<file path="src/rtl/dmem_arbiter_if.sv">
// Bus bundle between the data-memory arbiter and its environment.
//   cpu_*  : CPU data port (address/write data/write enable in; read data,
//            hold and collision flag out)
//   host_* : host burst port (request/direction/base/length/write word in;
//            read word, ack, word index and done pulse out)
//   mem_*  : single-port dmem (address/write data/write enable out;
//            asynchronous read data in)
// slave  : view taken by dmem_arbiter
// master : view taken by the CPU/host/memory side
interface dmem_arbiter_if;
  logic [7:0]  cpu_addr;
  logic [15:0] cpu_wdata;
  logic        cpu_we;
  logic [15:0] cpu_rdata;
  logic        cpu_hold;
  logic        cpu_collision;

  logic        host_req;
  logic        host_we;
  logic [7:0]  host_addr;
  logic [3:0]  host_len;
  logic [15:0] host_wdata;
  logic [15:0] host_rdata;
  logic        host_ack;
  logic [3:0]  host_idx;
  logic        host_done;

  logic [7:0]  mem_addr;
  logic [15:0] mem_data;
  logic        mem_we;
  logic [15:0] mem_q;

  modport slave (
    input  cpu_addr, cpu_wdata, cpu_we,
    output cpu_rdata, cpu_hold, cpu_collision,
    input  host_req, host_we, host_addr, host_len, host_wdata,
    output host_rdata, host_ack, host_idx, host_done,
    output mem_addr, mem_data, mem_we,
    input  mem_q
  );

  modport master (
    output cpu_addr, cpu_wdata, cpu_we,
    input  cpu_rdata, cpu_hold, cpu_collision,
    output host_req, host_we, host_addr, host_len, host_wdata,
    input  host_rdata, host_ack, host_idx, host_done,
    input  mem_addr, mem_data, mem_we,
    output mem_q
  );
endinterface

</file>
<file path="src/rtl/dmem_arbiter.sv">
// Data-memory arbiter: shares one single-port dmem between a CPU and a
// burst-oriented host. On a host request the CPU is frozen (cpu_hold) for
// HOLD_CYCLES drain cycles, the host then moves len+1 consecutive words
// starting at its base address (wrapping at 0xFF), and afterwards the CPU
// owns the memory for at least MIN_GAP cycles.
//   clock, reset : single clock, synchronous active-high reset
//   bus          : dmem_arbiter_if.slave (CPU, host and dmem signals)
// Parameters:
//   HOLD_CYCLES  : CPU freeze cycles before the first host word (1..7)
//   MIN_GAP      : CPU ownership cycles after each host burst (1..15)
module dmem_arbiter #(
  parameter int unsigned HOLD_CYCLES = 1,
  parameter int unsigned MIN_GAP     = 4
) (
  input  logic                 clock,
  input  logic                 reset,
  dmem_arbiter_if.slave        bus
);

  typedef enum logic [1:0] {IDLE, DRAIN, XFER, GAP} state_t;

  localparam logic [3:0] HOLD_LAST = 4'(HOLD_CYCLES - 1);
  localparam logic [3:0] GAP_LAST  = 4'(MIN_GAP - 1);

  state_t      state;
  logic [3:0]  cnt;
  logic [3:0]  idx;
  logic [7:0]  base;
  logic [3:0]  len;
  logic        we_lat;
  logic        hold;
  logic        collision;

  logic        owned;
  logic        xfer_live;
  logic        last_word;

  always_ff @(posedge clock) begin
    if (reset) begin
      state     <= IDLE;
      cnt       <= '0;
      idx       <= '0;
      base      <= '0;
      len       <= '0;
      we_lat    <= 1'b0;
      hold      <= 1'b0;
      collision <= 1'b0;
    end else begin
      // A CPU write while frozen is dropped at the memory mux; remember it.
      if (hold && bus.cpu_we)
        collision <= 1'b1;

      case (state)
        IDLE: begin
          if (bus.host_req) begin
            base   <= bus.host_addr;
            len    <= bus.host_len;
            we_lat <= bus.host_we;
            idx    <= '0;
            cnt    <= '0;
            hold   <= 1'b1;
            state  <= DRAIN;
          end
        end
        DRAIN: begin
          if (!bus.host_req) begin
            cnt   <= '0;
            hold  <= 1'b0;
            state <= GAP;
          end else if (cnt == HOLD_LAST) begin
            cnt   <= '0;
            state <= XFER;
          end else begin
            cnt <= cnt + 4'd1;
          end
        end
        XFER: begin
          // idx is left untouched on exit so it reports the words moved.
          if (!bus.host_req || idx == len) begin
            cnt   <= '0;
            hold  <= 1'b0;
            state <= GAP;
          end else begin
            idx <= idx + 4'd1;
          end
        end
        GAP: begin
          if (cnt == GAP_LAST)
            state <= IDLE;
          else
            cnt <= cnt + 4'd1;
        end
        default: state <= IDLE;
      endcase
    end
  end

  // Host-side effects are suppressed during a reset cycle so a burst
  // killed by reset never shows an ack, a done pulse or a final write.
  always_comb begin
    owned     = (state == DRAIN) || (state == XFER);
    last_word = (idx == len);
    xfer_live = (state == XFER) && bus.host_req && !reset;

    bus.host_ack  = xfer_live;
    bus.host_done = !reset && owned &&
                    (!bus.host_req || ((state == XFER) && last_word));

    if (owned) begin
      bus.mem_addr = base + {4'b0000, idx};
      bus.mem_data = bus.host_wdata;
      bus.mem_we   = xfer_live && we_lat;
    end else begin
      bus.mem_addr = bus.cpu_addr;
      bus.mem_data = bus.cpu_wdata;
      bus.mem_we   = bus.cpu_we;
    end
  end

  assign bus.cpu_rdata     = bus.mem_q;
  assign bus.host_rdata    = bus.mem_q;
  assign bus.host_idx      = idx;
  assign bus.cpu_hold      = hold;
  assign bus.cpu_collision = collision;

endmodule

</file>
<file path="src/flat_wrapper.sv">
// flat-port wrapper written by rule: the top's interface ports become plain ports
module dmem_arbiter_flat 
#(
  parameter int unsigned HOLD_CYCLES = 1,
  parameter int unsigned MIN_GAP     = 4
)
  (clock, reset, bus_cpu_addr, bus_cpu_wdata, bus_cpu_we, bus_cpu_rdata, bus_cpu_hold, bus_cpu_collision, bus_host_req, bus_host_we, bus_host_addr, bus_host_len, bus_host_wdata, bus_host_rdata, bus_host_ack, bus_host_idx, bus_host_done, bus_mem_addr, bus_mem_data, bus_mem_we, bus_mem_q);
  dmem_arbiter_if bus_i ();
  input  logic clock;
  input  logic reset;
  input wire logic [$bits(bus_i.cpu_addr)-1:0] bus_cpu_addr;
  input wire logic [$bits(bus_i.cpu_wdata)-1:0] bus_cpu_wdata;
  input wire logic [$bits(bus_i.cpu_we)-1:0] bus_cpu_we;
  output wire logic [$bits(bus_i.cpu_rdata)-1:0] bus_cpu_rdata;
  output wire logic [$bits(bus_i.cpu_hold)-1:0] bus_cpu_hold;
  output wire logic [$bits(bus_i.cpu_collision)-1:0] bus_cpu_collision;
  input wire logic [$bits(bus_i.host_req)-1:0] bus_host_req;
  input wire logic [$bits(bus_i.host_we)-1:0] bus_host_we;
  input wire logic [$bits(bus_i.host_addr)-1:0] bus_host_addr;
  input wire logic [$bits(bus_i.host_len)-1:0] bus_host_len;
  input wire logic [$bits(bus_i.host_wdata)-1:0] bus_host_wdata;
  output wire logic [$bits(bus_i.host_rdata)-1:0] bus_host_rdata;
  output wire logic [$bits(bus_i.host_ack)-1:0] bus_host_ack;
  output wire logic [$bits(bus_i.host_idx)-1:0] bus_host_idx;
  output wire logic [$bits(bus_i.host_done)-1:0] bus_host_done;
  output wire logic [$bits(bus_i.mem_addr)-1:0] bus_mem_addr;
  output wire logic [$bits(bus_i.mem_data)-1:0] bus_mem_data;
  output wire logic [$bits(bus_i.mem_we)-1:0] bus_mem_we;
  input wire logic [$bits(bus_i.mem_q)-1:0] bus_mem_q;
  assign bus_i.cpu_addr = bus_cpu_addr;
  assign bus_i.cpu_wdata = bus_cpu_wdata;
  assign bus_i.cpu_we = bus_cpu_we;
  assign bus_cpu_rdata = bus_i.cpu_rdata;
  assign bus_cpu_hold = bus_i.cpu_hold;
  assign bus_cpu_collision = bus_i.cpu_collision;
  assign bus_i.host_req = bus_host_req;
  assign bus_i.host_we = bus_host_we;
  assign bus_i.host_addr = bus_host_addr;
  assign bus_i.host_len = bus_host_len;
  assign bus_i.host_wdata = bus_host_wdata;
  assign bus_host_rdata = bus_i.host_rdata;
  assign bus_host_ack = bus_i.host_ack;
  assign bus_host_idx = bus_i.host_idx;
  assign bus_host_done = bus_i.host_done;
  assign bus_mem_addr = bus_i.mem_addr;
  assign bus_mem_data = bus_i.mem_data;
  assign bus_mem_we = bus_i.mem_we;
  assign bus_i.mem_q = bus_mem_q;
  dmem_arbiter #(.HOLD_CYCLES(HOLD_CYCLES), .MIN_GAP(MIN_GAP)) u_core (.clock(clock), .reset(reset), .bus(bus_i));
endmodule
</file>
<file path="config.mk">
export PLATFORM = sky130hd
export DESIGN_NAME = dmem_arbiter_flat
export DESIGN_NICKNAME = d
export VERILOG_FILES = /design/src/rtl/dmem_arbiter_if.sv /design/src/rtl/dmem_arbiter.sv /design/src/flat_wrapper.sv
export SDC_FILE = /design/constraint.sdc
export NUM_CORES = 1
export LEC_CHECK = 0
export CORE_ASPECT_RATIO = 0.75
export CORE_UTILIZATION = 39
export CTS_BUF_LIST = sky130_fd_sc_hd__clkbuf_4 sky130_fd_sc_hd__clkbuf_8 sky130_fd_sc_hd__clkbuf_16
export DETAILED_ROUTE_END_ITERATION = 6
export PLACE_DENSITY = 0.85
export RECOVER_POWER = 50
export SLEW_MARGIN = 20
export SYNTH_ARGS = -nofsm -noshare
export SYNTH_HDL_FRONTEND = slang
export SYNTH_SLANG_ARGS = --single-unit
</file>
<file path="constraint.sdc">
create_clock -name clock -period 3 [get_ports clock]
set_clock_uncertainty 0.05 [all_clocks]
set_input_delay 0.3 -clock clock [delete_from_list [all_inputs] [get_ports clock]]
set_output_delay 0.3 -clock clock [all_outputs]
set_load 0.01 [all_outputs]
</file>
==> results.json, run 1 <==
{
  "status": "finished, violations left",
  "violations": "DRC",
  "critPathKind": "reg -> out",
  "grt_use_total": 0.183,
  "yosys_warnings": 0,
  "final_common_cell": "clkdlybuf4s50_1",
  "die_w_um": 84.7,
  "dp_hpwl_um": 4090,
  "setup.worst_path.end": "bus_mem_addr[6]",
  "htree_levels": 1,
  "power.switching_uw": 817,
  "cp-end-kind": "output port",
  "min_path_type": "reg -> reg",
  "ir_drop_mv": 0.407,
  "grt.overflow.total": 0,
  "insertion_delay_ns": 0.27,
  "setup_ws_ns": 0.126,
  "synth_cells": 250,
  "ff2ff_path_depth": 6,
  "gp_congestion": 0.801,
  "core-area_mm2": 0.00490,
  "slowest_delay_ns": 0.54,
  "crit_fanout": 7,
  "cpLargestDelayFamily": "buffers and inverters",
  "post_dp_cell_area_mm2": 0.00271,
  "drt_iter0_drc": 90,
  "wire_per_inst_um": 14.1,
  "crit_buf_inv": 2,
  "layout-area-overhead-vs-synth_pct": 38.2,
  "fin_nets": 392,
  "clock_path_buffers": 2,
  "ctsHoldBuffers": 0,
  "p_comb_frac": 0.690,
  "ys_seq_elements": 25,
  "syn-cell-area_mm2": 0.00200,
  "drv_slew": 0,
  "rrSetupSlack_ns": 1.03,
  "core.rowCount": 22,
  "drt-vias-per-instance": 5.16,
  "cts_tree": "yes",
  "p_leak_nw": 1.09,
  "start_util": 0.408,
  "top_level_ports": 138,
  "diodes": 0,
  "yosysTopAreaCell": "dfxtp_1",
  "antenna_left": 0,
  "port_buffers": 89,
  "p_int_mw": 1.27,
  "cpMaxStageDelayCell": "clkdlybuf4s50_1",
  "worstPathRequired_ns": 2.65,
  "synthTopCellsByArea": "dfxtp_1 25%, mux2_2 12%, buf_4 12%, ha_1 7.5%, nand2_1 6.8%",
  "grt_max_degree": 34,
  "cts_num_sinks": 25,
  "timing_hold_violations_final": 0,
  "multi_input_area_mm2": 0.00117,
  "cts_made_buffers": 3,
  "synth_fp_nets": 336,
  "setup_tns_ns": 0,
  "startpoint_type": "register",
  "regArea_um2": 505,
  "num-fill-cells": 438,
  "drt-pass1-iter-count": 7,
  "avgSynthCellArea_um2": 8.00,
  "arrival_ns": 2.52,
  "grt_pass1_vias": 1757,
  "clockPowerShare": 0.099,
  "drive_gt1_frac": 0.118,
  "async_reset_ff_frac": 0,
  "antenna_found_initial": 0,
  "final_cell_mix": "84 x clkdlybuf4s50_1, 36 x nand2_1, 24 x a21oi_1, 23 x dfxtp_1, 22 x mux2_2",
  "critPathLaunch": "u_core.bus.host_idx[0]",
  "dp_worst_setup_slack_ns": 0.301,
  "die_h_um": 64.0,
  "crit_top_cell": "a21oi_1",
  "setup_viol": 0,
  "synth_edf_count": 0,
  "seqPwrFrac": 0.211,
  "stdcell_area_mm2": 0.00276,
  "wl_um": 5140,
  "period_share": 0.958,
  "clkTransAtPathRegs_ns": 0.09,
  "cts-root-buf": "clkbuf_8",
  "crit_cells": 9,
  "vias": 1884,
  "yosysTopAreaCellShare": 0.250,
  "max_freq_ghz": 0.348,
  "rsz0062_at_grt": "no",
  "worst-slew-pin-transition_ns": 0.633,
  "crit_chain": "ha_1 -> inv_1 -> fa_1 -> nor2b_1 -> o21ai_0 -> a21oi_1 -> xnor2_1 -> a21oi_1 -> clkdlybuf4s50_1",
  "slew_headroom": 0.578,
  "drv_cap": 0,
  "r2r-start": "u_core.state[0]",
  "grt_pass1_wl_um": 8040,
  "drc_errors": 9,
  "post-route-min-period_ns": 2.87,
  "regToRegEndpoint": "u_core.bus.host_idx[3]",
  "synth-main-ff-cell": "dfxtp_1",
  "die_area_mm2": 0.00542,
  "synth_cell_types": 44,
  "seq_area_frac_synth": 0.250,
  "swShare": 0.392,
  "cellPowerDensity_mw_per_mm2": 753
}
layout make-up:
| cell class | count | area share |
|---|---|---|
| multi-input combinational | 169 | 0.423 |
| tap | 60 | 0.0272 |
| inverter | 16 | 0.0217 |
| timing repair buffer | 91 | 0.328 |
| sequential | 25 | 0.183 |
| clock inverter | 1 | 0.00272 |
| clock buffer | 3 | 0.0149 |
Yosys cell counts, types with 3 or more instances:
master	count
nand2_1	36
mux2_2	22
buf_4	32
nand3_1	4
ha_1	12
xnor2_1	5
inv_1	16
dfxtp_1	25
clkbuf_1	6
xor2_1	4
o21ai_0	8
a21oi_1	24
nor3_1	3
nor2_1	16
worst reg2reg max path, delay by kind of cell, from the launching register on:
kind | cells | cell delay (ns)
AO/OA/AOI/OAI | 1 | 0.42
AND/OR/NAND/NOR | 2 | 0.39
flip-flops | 1 | 0.35
adder cells (fa/ha/maj) | 1 | 0.27
multiplexers | 1 | 0.26
buffers and inverters | 1 | 0.14
logic make-up (layout without fill, tap and decap cells):
| logic type | count (synthesis) | after routing | synth area share |
|---|---|---|---|
| AOI/OAI and AO/OA | 47 | 47 | 0.145 |
| xor gates and xnor gates | 9 | 9 | 0.0394 |
| adders and majority gates | 13 | 13 | 0.0851 |
| buffers and inverters | 56 | 111 | 0.165 |
| DFF | 25 | 25 | 0.250 |
| muxes | 24 | 24 | 0.134 |
| and+or+nand+nor | 76 | 76 | 0.181 |
what timing repair did:
item                       CTS  global route
pin swaps                    0             1
setup endpoints to repair    1             2
buffers inserted             0             0
resized for setup            1             2
flip-flops by register name (all words and copies together) (netlist names):
register,flops
u_core.base,8
u_core.bus.host_idx,4
u_core.cnt,4
u_core.len,4
u_core.state,2
u_core.bus.cpu_collision,1
u_core.bus.cpu_hold,1
u_core.we_lat,1
power groups by stage:
stage	clock (mW)	combinational [mW]	sequential (mW)
final	0.206	1.44	0.440
after global routing	0.223	1.54	0.448
after CTS	0.211	1.45	0.440
after detailed placement	0	1.44	0.447
after global placement	0	1.42	0.443
after floorplan	0	0.871	0.437
per-stage QoR:
step | total power, mW | utilization | cells | hold slack [ns]
after global routing | 2.21 | 0.564 | 365 | 0.432
after CTS | 2.10 | 0.563 | 365 | 0.413
after floorplan | 1.31 | - | 250 | 0.353
final | 2.08 | 0.564 | 365 | 0.419
after global placement | 1.86 | 0.553 | 361 | 0.394
after detailed placement | 1.88 | 0.553 | 361 | 0.400
how the worst min path moves through the flow:
stage | depth (start not counted) | slack (ns) | endpoint | start
3_5_place_dp | 2 | 0.40 | u_core.we_lat | u_core.we_lat
5_1_grt | 2 | 0.43 | u_core.we_lat | u_core.we_lat
6_report | 2 | 0.42 | u_core.bus.cpu_collision | u_core.bus.cpu_collision
2_1_floorplan | 1 | 0.35 | u_core.bus.cpu_hold | reset
3_3_place_gp | 2 | 0.39 | u_core.we_lat | u_core.we_lat
4_1_cts | 2 | 0.41 | u_core.we_lat | u_core.we_lat
per-layer routing:
layer / track usage / wire length [µm] / vias to the layer above
met5: 0 / 0 / -
met4: 0.0466 / 49 / 0
met3: 0.0310 / 328 / 9
met2: 0.311 / 2410 / 71
met1: 0.241 / 2350 / 870
li1: - / - / 934
(Power assumes the default switching activity.)
==> run 2, diff against run 1 <==
--- a/config.mk
+++ b/config.mk
@@ -5,6 +5,7 @@
 export SDC_FILE = /design/constraint.sdc
 export NUM_CORES = 1
 export LEC_CHECK = 0
+export CAP_MARGIN = 20
 export CORE_ASPECT_RATIO = 0.75
 export CORE_UTILIZATION = 39
 export CTS_BUF_LIST = sky130_fd_sc_hd__clkbuf_4 sky130_fd_sc_hd__clkbuf_8 sky130_fd_sc_hd__clkbuf_16
==> results of run 2 <==
No change in the layout: final DEF, timing and power equal those of run 1.
==> run 3, diff against run 2 <==
--- a/config.mk
+++ b/config.mk
@@ -9,6 +9,7 @@
 export CORE_ASPECT_RATIO = 0.75
 export CORE_UTILIZATION = 39
 export CTS_BUF_LIST = sky130_fd_sc_hd__clkbuf_4 sky130_fd_sc_hd__clkbuf_8 sky130_fd_sc_hd__clkbuf_16
+export CTS_CLUSTER_DIAMETER = 50
 export DETAILED_ROUTE_END_ITERATION = 6
 export PLACE_DENSITY = 0.85
 export RECOVER_POWER = 50
==> results of run 3 <==
No change in the layout: final DEF, timing and power equal those of run 1.
